[config.mk]
export PLATFORM = sky130hd
export DESIGN_NAME = flappy_game_sequencer_flat
export DESIGN_NICKNAME = d
export VERILOG_FILES = /design/src/rtl/flappy_pkg.sv /design/src/rtl/flappy_game_sequencer_if.sv /design/src/rtl/btn_edge.sv /design/src/rtl/flappy_game_sequencer.sv /design/src/flat_wrapper.sv
export SDC_FILE = /design/constraint.sdc
export NUM_CORES = 1
export LEC_CHECK = 0
export CORE_MARGIN = 5
export CORE_UTILIZATION = 30
export CTS_BUF_LIST = sky130_fd_sc_hd__clkbuf_2
export CTS_CLUSTER_DIAMETER = 30
export DETAILED_ROUTE_END_ITERATION = 10
export GPL_TIMING_DRIVEN = 0
export PLACE_DENSITY = 0.58
export SLEW_MARGIN = 20
export SYNTH_ARGS = -nofsm -noshare
export SYNTH_HDL_FRONTEND = slang
export SYNTH_SLANG_ARGS = --single-unit
[constraint.sdc]
create_clock -name Clock -period 3.7 [get_ports Clock]
set_clock_uncertainty 0.05 [all_clocks]
set_input_delay 0.74 -clock Clock [delete_from_list [all_inputs] [get_ports Clock]]
set_output_delay 0.74 -clock Clock [all_outputs]
set_load 0.02 [all_outputs]
[src/rtl/flappy_pkg.sv]
// flappy_pkg: shared types and constants for the flappy game sequencer.
//   game_state_e : IDLE / PLAY / OVER game state encoding
//   BIRD_HOME    : position the movement block returns the bird to on reset
package flappy_pkg;

    typedef enum logic [1:0] {
        IDLE = 2'd0,
        PLAY = 2'd1,
        OVER = 2'd2
    } game_state_e;

    localparam logic [7:0] BIRD_HOME = 8'b00010000;

endpackage

[src/rtl/flappy_game_sequencer_if.sv]
// flappy_game_sequencer_if: signals between the game sequencer and its
// surroundings (buttons, pipe logic, bird movement block).
//   master modport : the sequencer (consumes buttons/flags, drives controls)
//   slave modport  : the environment (drives buttons/flags, consumes controls)
// Signal semantics (there is no valid/ready pair on this bus):
//   start_btn, key_btn : raw asynchronous button levels
//   crash, bird_over   : level flags, sampled every cycle
//   pipe_pass          : one-cycle pulse per pipe cleared
//   step               : one-cycle enable to the movement block
//   flap               : key input to the movement block, meaningful with step
//   bird_reset         : one-cycle reset pulse to the movement block
//   playing, over      : decoded game state
//   score              : pipes passed this game (saturating)
//   dbg_state          : raw game state for observation
interface flappy_game_sequencer_if
    import flappy_pkg::*;
#(
    parameter int SCORE_W = 8
);
    logic               start_btn;
    logic               key_btn;
    logic               crash;
    logic               bird_over;
    logic               pipe_pass;
    logic               step;
    logic               flap;
    logic               bird_reset;
    logic               playing;
    logic               over;
    logic [SCORE_W-1:0] score;
    game_state_e        dbg_state;

    modport master (
        input  start_btn, key_btn, crash, bird_over, pipe_pass,
        output step, flap, bird_reset, playing, over, score, dbg_state
    );

    modport slave (
        output start_btn, key_btn, crash, bird_over, pipe_pass,
        input  step, flap, bird_reset, playing, over, score, dbg_state
    );

endinterface

[src/rtl/btn_edge.sv]
// btn_edge: two-flop synchronizer followed by a registered rising-edge
// detector for a raw asynchronous button.
//   Clock : system clock
//   reset : synchronous active-high reset, clears all flops
//   btn   : raw button level
//   pulse : one-cycle pulse, three cycles after the raw rise; a held
//           button yields a single pulse
module btn_edge (
    input  logic Clock,
    input  logic reset,
    input  logic btn,
    output logic pulse
);

    logic sync1;
    logic sync2;
    logic sync3;

    always_ff @(posedge Clock) begin
        if (reset) begin
            sync1 <= 1'b0;
            sync2 <= 1'b0;
            sync3 <= 1'b0;
            pulse <= 1'b0;
        end else begin
            sync1 <= btn;
            sync2 <= sync1;
            sync3 <= sync2;
            // sync3 only holds history for the edge compare; sync2 is the
            // first metastability-safe sample.
            pulse <= sync2 & ~sync3;
        end
    end

endmodule

[src/rtl/flappy_game_sequencer.sv]
// flappy_game_sequencer: top-level game sequencer for the bird movement
// block and score logic.
//   Clock : system clock, single domain
//   reset : synchronous active-high reset, overrides all other inputs
//   bus   : flappy_game_sequencer_if.master
//           inputs  start_btn, key_btn, crash, bird_over, pipe_pass
//           outputs step, flap, bird_reset, playing, over, score, dbg_state
// Game flow: IDLE --start--> PLAY --crash/bird_over--> OVER --start--> PLAY.
// In PLAY a tick counter divides Clock by TICK_DIV; step fires on the last
// tick. Flap requests are latched until the next step so a short press is
// never lost and repeated presses give a single flap.
module flappy_game_sequencer
    import flappy_pkg::*;
#(
    parameter int TICK_DIV = 16,
    parameter int SCORE_W  = 8
) (
    input  logic                      Clock,
    input  logic                      reset,
    flappy_game_sequencer_if.master   bus
);

    localparam int TW = $clog2(TICK_DIV);
    localparam logic [TW-1:0]      TICK_LAST = TW'(TICK_DIV - 1);
    localparam logic [SCORE_W-1:0] SCORE_MAX = '1;

    game_state_e        state;
    logic [TW-1:0]      tick;
    logic               flap_pend;
    logic [SCORE_W-1:0] score_q;
    logic               bird_reset_q;

    logic start_edge;
    logic key_edge;

    btn_edge u_start_edge (
        .Clock (Clock),
        .reset (reset),
        .btn   (bus.start_btn),
        .pulse (start_edge)
    );

    btn_edge u_key_edge (
        .Clock (Clock),
        .reset (reset),
        .btn   (bus.key_btn),
        .pulse (key_edge)
    );

    logic in_play;
    logic end_req;
    logic step_w;

    assign in_play = (state == PLAY);

    // bird_reset_q is high exactly in the first PLAY cycle; the game-over
    // check is masked there so stale crash/bird_over from the previous game
    // cannot end the new one before the movement block has been reset.
    assign end_req = in_play & (bus.crash | bus.bird_over) & ~bird_reset_q;

    // A step must not reach the movement block in the cycle the game ends,
    // so the game-over condition gates it combinationally.
    assign step_w = in_play & (tick == TICK_LAST) & ~end_req;

    always_ff @(posedge Clock) begin
        if (reset) begin
            state        <= IDLE;
            tick         <= '0;
            flap_pend    <= 1'b0;
            score_q      <= '0;
            bird_reset_q <= 1'b0;
        end else begin
            bird_reset_q <= 1'b0;
            case (state)
                IDLE, OVER: begin
                    tick <= '0;
                    if (start_edge) begin
                        state        <= PLAY;
                        bird_reset_q <= 1'b1;
                        score_q      <= '0;
                        flap_pend    <= 1'b0;
                    end
                end
                PLAY: begin
                    if (bus.pipe_pass && (score_q != SCORE_MAX)) begin
                        score_q <= score_q + 1'b1;
                    end
                    if (end_req) begin
                        state     <= OVER;
                        tick      <= '0;
                        flap_pend <= 1'b0;
                    end else begin
                        tick <= (tick == TICK_LAST) ? '0 : tick + TW'(1);
                        // A key edge coincident with the step is consumed
                        // by that step through the flap output.
                        if (step_w) begin
                            flap_pend <= 1'b0;
                        end else if (key_edge) begin
                            flap_pend <= 1'b1;
                        end
                    end
                end
                default: begin
                    state <= IDLE;
                end
            endcase
        end
    end

    assign bus.step       = step_w;
    assign bus.flap       = in_play & (flap_pend | key_edge);
    assign bus.bird_reset = bird_reset_q;
    assign bus.playing    = in_play;
    assign bus.over       = (state == OVER);
    assign bus.score      = score_q;
    assign bus.dbg_state  = state;

endmodule
[src/flat_wrapper.sv]
// flat-port wrapper written by rule: the top's interface ports become plain ports
module flappy_game_sequencer_flat import flappy_pkg::*;
#(
    parameter int TICK_DIV = 16,
    parameter int SCORE_W  = 8
)
  (Clock, reset, bus_start_btn, bus_key_btn, bus_crash, bus_bird_over, bus_pipe_pass, bus_step, bus_flap, bus_bird_reset, bus_playing, bus_over, bus_score, bus_dbg_state);
  flappy_game_sequencer_if #(.SCORE_W(SCORE_W)) bus_i ();
  input  logic Clock;
  input  logic reset;
  input wire logic [$bits(bus_i.start_btn)-1:0] bus_start_btn;
  input wire logic [$bits(bus_i.key_btn)-1:0] bus_key_btn;
  input wire logic [$bits(bus_i.crash)-1:0] bus_crash;
  input wire logic [$bits(bus_i.bird_over)-1:0] bus_bird_over;
  input wire logic [$bits(bus_i.pipe_pass)-1:0] bus_pipe_pass;
  output wire logic [$bits(bus_i.step)-1:0] bus_step;
  output wire logic [$bits(bus_i.flap)-1:0] bus_flap;
  output wire logic [$bits(bus_i.bird_reset)-1:0] bus_bird_reset;
  output wire logic [$bits(bus_i.playing)-1:0] bus_playing;
  output wire logic [$bits(bus_i.over)-1:0] bus_over;
  output wire logic [$bits(bus_i.score)-1:0] bus_score;
  output wire logic [$bits(bus_i.dbg_state)-1:0] bus_dbg_state;
  assign bus_i.start_btn = bus_start_btn;
  assign bus_i.key_btn = bus_key_btn;
  assign bus_i.crash = bus_crash;
  assign bus_i.bird_over = bus_bird_over;
  assign bus_i.pipe_pass = bus_pipe_pass;
  assign bus_step = bus_i.step;
  assign bus_flap = bus_i.flap;
  assign bus_bird_reset = bus_i.bird_reset;
  assign bus_playing = bus_i.playing;
  assign bus_over = bus_i.over;
  assign bus_score = bus_i.score;
  assign bus_dbg_state = bus_i.dbg_state;
  flappy_game_sequencer #(.TICK_DIV(TICK_DIV), .SCORE_W(SCORE_W)) u_core (.Clock(Clock), .reset(reset), .bus(bus_i));
endmodule
# Word-level counts from Yosys, hierarchy flattened
# Cells that the tools add are included.
dict set report totals {
  output_inout_bits 15
  inputBits 7
  wordCells 60
  ff_bits 24
}
dict set report op_classes {
  n_reduce_logical 8
  eq_ne 8
  add_sub_neg 2
  muxes 15
  n_bitwise 14
}
# operator count
set op_table {}
lappend op_table {{two-way mux 8 bit} 2}
lappend op_table {{case mux 8 bit (2 select lines)} 1}
lappend op_table {{adder 8 x 1 -> 8 bit (second input constant)} 1}
lappend op_table {{two-way mux 4 bit} 2}
lappend op_table {{!= test 8 bit (second input constant)} 1}
lappend op_table {{case mux 4 bit (2 select lines)} 1}
lappend op_table {{AND 1 bit} 7}
lappend op_table {{!= test 2 bit (second input constant)} 3}
lappend op_table {{AND reduction 3 bit} 2}
lappend op_table {{two-way mux 1 bit} 5}
lappend op_table {{inverter 1 bit} 5}
lappend op_table {{adder 4 x 1 -> 4 bit (second input constant)} 1}
lappend op_table {{== test 4 bit (second input constant)} 1}
lappend op_table {{two-way mux 2 bit} 2}
lappend op_table {{!= test 4 bit (second input constant)} 1}
lappend op_table {{case mux 2 bit (2 select lines)} 1}
lappend op_table {{OR reduction 2 bit} 2}
lappend op_table {{== test 2 x 1 -> 1 bit (second input constant)} 1}
lappend op_table {{== test 2 bit (second input constant)} 1}
lappend op_table {{zero test 2 bit} 1}
lappend op_table {{OR 1 bit} 2}
lappend op_table {{case mux 1 bit (2 select lines)} 1}
lappend op_table {{AND reduction 2 bit} 1}
lappend op_table {{nonzero test 2 bit} 1}
lappend op_table {{logical AND 1 bit} 1}

# Longest topological paths before layout
# Gate-level depths: netlist (run 1).
dict set report logic_depth {
  word_depth 8
  ltp_mapped 6
  ltp_nobuf 5
}

# Cells and area by module
# A second synthesis (run 1) with hierarchy kept.
dict set report unflattened {
  cells_unflattened 116
  area_unflattened_um2 1084.8
}
# mod n_inst area_per_inst_um2 cells_per_inst seq_area_each_um2
set modules_own_cells {}
lappend modules_own_cells {flappy_game_sequencer 1 862.1 100 320.3}
lappend modules_own_cells {btn_edge 2 111.4 8 80.1}

# Worst setup path after synthesis (run 1)
# Ideal clock, no wire load.
dict set report synth_timing {
  path_kind {input -> output}
  from {input bus_bird_over}
  to {output bus_step}
  path_stages 3
  t_arrival_ps 1394
  path_buffers 0
  slack_ps 1516
  required_ps 2910
  cell_sequence {o21bai_1 > nand2_1 > nor2_1}
}
dict set report synth_via {
  elab_chain_len 5
}
# element line_no
set synth_rtl {}
lappend synth_rtl {{from (decl)} flat_wrapper.sv:14} ;# input wire logic [$bits(bus_i.bird_over)-1:0] bus_bird_over;
lappend synth_rtl {{OR 1 bit} flappy_game_sequencer.sv:59} ;# assign end_req = in_play & (bus.crash | bus.bird_over) & ~bird_reset_q;
lappend synth_rtl {{AND 1 bit (2 in series)} flappy_game_sequencer.sv:59}
lappend synth_rtl {{inverter 1 bit} flappy_game_sequencer.sv:63} ;# assign step_w = in_play & (tick == TICK_LAST) & ~end_req;
lappend synth_rtl {{AND 1 bit} flappy_game_sequencer.sv:63}
lappend synth_rtl {{to (decl)} flat_wrapper.sv:16} ;# output wire logic [$bits(bus_i.step)-1:0] bus_step;
# Every way passes these cells.

# Worst setup path in the final report (run 1)
# Ends and elaborated chain as after synthesis.

==> impl_metrics.csv, run 1 <==
group,metric,value,unit
run_status,run_status,"finished clean",
flow_run,drv_cap,0,
synth,ys_seq_area_share,45.8,%
critical_path,cp_common_cell,"clkdlybuf4s50_1",
sta,tightest_slew,536,ps
sta,fin_crit_sh,83.8,%
synth,syn_area,1050,µm²
cts,cts_setup_buffers,0,
synth,synthCells,121,
worst_hold_path,worstHoldStart,"u_core.u_start_edge.sync3$_SDFF_PP0_",
final_layout,drive_gt1_share,5.48,%
sta,relSlewSlack,64.2,%
global_routing,antenna_found_initial,0,
synth,yosysTopAreaCell,"dfxtp_1",
worst_hold_path,hold_path_depth,1,
cts,clk_pin_slew,250,ps
routing,drt_iter0_markers,42,
critical_path,arrival,2310,ps
critical_path,path_class,"primary input to output pin",
worst_hold_path,hp-class,"register to register",
routing,first_pass_iters,4,
final_layout,area_delta_synth_final,29.8,%
critical_path,cp.required,2910,ps
power_and_ir_drop,p_total,469,µW
die,dieArea,4780,µm²
worst_hold_path,whs_endpoint,"u_core.u_start_edge.pulse$_SDFF_PP0_",
final_layout,largest_reg_flops,8,
synth,synth-edff-count,0,
global_routing,grt_pass1_vias,900,
routing,viasPerCell,4.85,
synth,yosysUniqueCellTypes,36,
routing,detail_route.wl_per_cell,12.4,µm
sta,rsz0062_at_grt,"no",
cts,clock-sinks,24,
synth,synth.most_common_cell,"dfxtp_1",
place,dp_hpwl,1.71,mm
synth,ys_warn_count,0,
global_routing,grt_max_degree,15,
cts,cts-resized-gates,0,
sta,fmax,323,MHz
sta,period_needed,3100,ps
place,globalplace.congestion,0.865,
cts,cts_inserted_buffers,3,
global_routing,track_usage,10.4,%
cts,tritoncts,"done",
global_routing,overflow,0,
critical_path,slowest_delay,600,ps
power_and_ir_drop,ir_worst_vdd,0.192,mV
routing,routed_wl,2.39,mm
cts,cts.path.max_buffers,2,
synth,synthesis.nets,130,
sta,hold_ws,327,ps
critical_path,r2r_slack,1740,ps
synth,async_flop_share,0,%
critical_path,crit_buf_inv,2,
critical_path,r2r_end,"u_core.bus.score[4]$_SDFFE_PP0P_",
die,die_width,69.2,µm
critical_path,cp-end-kind,"output pin",
critical_path,path_max_fanout,5,
sta,setup_viol,0,
sta,fin_setup_tns,0,ps
synth,synth_commonest_cells,"dfxtp_1, nor2_1, nand3_1, a21oi_1, nor2b_1",
die,start_util,31.2,%
critical_path,path_cells,"clkdlybuf4s50_1, o21bai_1, nand2_1, nor2_1, clkdlybuf4s50_1",
critical_path,cp.depth,5,
die,io_pins,22,
global_routing,grt_first_pass_wirelength,4.15,mm
power_and_ir_drop,p_leak,0.000497,µW
routing,final_antenna_net_count,0,
die,die_h,69.2,µm
critical_path,cp_top_family,"buffers and inverters",
synth,synth_area_leaders,"dfxtp_1, nand3_1, nor2b_1",
critical_path,startpoint_type,"primary input",
place,dp.cells,188,
place,placed_cell_area,1320,µm²
final_layout,n_antenna_cell,0,
final_layout,design_area,1360,µm²
synth,synth_top_area_share,45.8,%
die,rows,21,
routing,drc,0,
power_and_ir_drop,power_density,344,nW/µm²
synth,ys_seq_elements,24,
place,port_buffers,21,
cts,cts-hold-fix-buffers,0,
cts,cts_root_buf,"clkbuf_2",
synth,ys.flop_type,"dfxtp_1",
cts,htree_levels,1,
sta,hold_viol_final,0,
sta,drv_slew,0,
final_layout,instances_no_fill,192,
cts,worstSkewPairLatency,350,ps
final_layout,nNetsFinal,156,
critical_path,r2r_cells,5,
critical_path,reg2reg_from,"u_core.bus.score[0]$_SDFFE_PP0P_",
synth,syn_area_per_cell,8.68,µm²
routing,num_vias,931,
critical_path,cp_slowest_cell,"clkdlybuf4s50_1",
die,core-area,3360,µm²
worst max path at each step:
stage	start	end	slack, ps
after floorplan	bus_bird_over	bus_step	1520
after global placement	bus_bird_over	bus_step	580
after detailed placement	bus_bird_over	bus_step	580
after CTS	bus_bird_over	bus_step	580
after global routing	bus_crash	bus_step	460
final	bus_bird_over	bus_step	600
final cells by class:
type / count / area, µm²
Sequential cell: 24 / 480
Timing Repair Buffer: 21 / 210
Buffer: 4 / 22.5
Inverter: 4 / 15.0
Clock buffer: 3 / 15.0
Multi-Input combinational cell: 89 / 532
Clock inverter: 1 / 30.0
Fill cell: 372 / 2000
Tap cell: 46 / 57.6
worst reg2reg max path: cells and delay by family, from the launching register on:
kind                     cells  cell delay [ps]
AO/OA/AOI/OAI                2              720
flip-flops                   1              500
AND/OR/NAND/NOR              2              340
adder cells (fa/ha/maj)      1              270
routing by layer:
metal	vias up	track usage (%)	wire, µm
met4	0	1.74	0
met1	421	14.1	1240
met5	-	0	0
met3	0	4.07	125
met2	24	15.7	1020
li1	486	-	-
through the flow:
| step | util, % | setup WS (ps) |
|---|---|---|
| after floorplan | - | 1520 |
| after global placement | 39.2 | 584 |
| after detailed placement | 39.2 | 582 |
| after CTS | 40.5 | 583 |
| after global routing | 40.5 | 458 |
| final | 40.5 | 599 |
placed cells by master, fill, tap and decap left out, types with 3 or more instances in the layout:
cell type        Yosys  layout
nor2b_1              8       8
clkbuf_2             0       3
nand2_1              7       7
o21ai_0              5       5
nor2_1              13      13
dfxtp_1             24      24
clkbuf_1             3       3
a21oi_1              9       9
inv_1                4       4
clkdlybuf4s50_1      0      21
nand3_1             12      12
kinds of logic after synthesis:
logic type | share of synthesized area [%]
adders and majority gates | 2.38
DFF | 45.8
AOI/OAI and AO/OA | 16.0
muxes | 1.07
buffers and inverters | 3.58
and+or+nand+nor | 31.2
power by group:
part	total [µW]	internal [µW]	switching, µW
Clock	176	93.1	82.9
Sequential	265	263	1.91
Combinational	27.5	13.4	14.1
Power figures use the tool's default switching activity.
==> inputs of run 2 (changes only) <==
==> constraint.sdc (replaced) <==
create_clock -name Clock -period 3.15 [get_ports Clock]
set_clock_uncertainty 0.05 [all_clocks]
set_input_delay 0.63 -clock Clock [delete_from_list [all_inputs] [get_ports Clock]]
set_output_delay 0.63 -clock Clock [all_outputs]
set_load 0.02 [all_outputs]
==> results of run 2 <==
The final DEF is identical to that of run 1. Status: finished clean.
Among the figures that moved: setup slack after placement 582 ps -> 252 ps; setup slack after layout 599 ps -> 269 ps; register-to-register setup slack 1740 ps -> 1190 ps; total power 469 µW -> 551 µW; worst IR drop on VDD 0.192 mV -> 0.225 mV
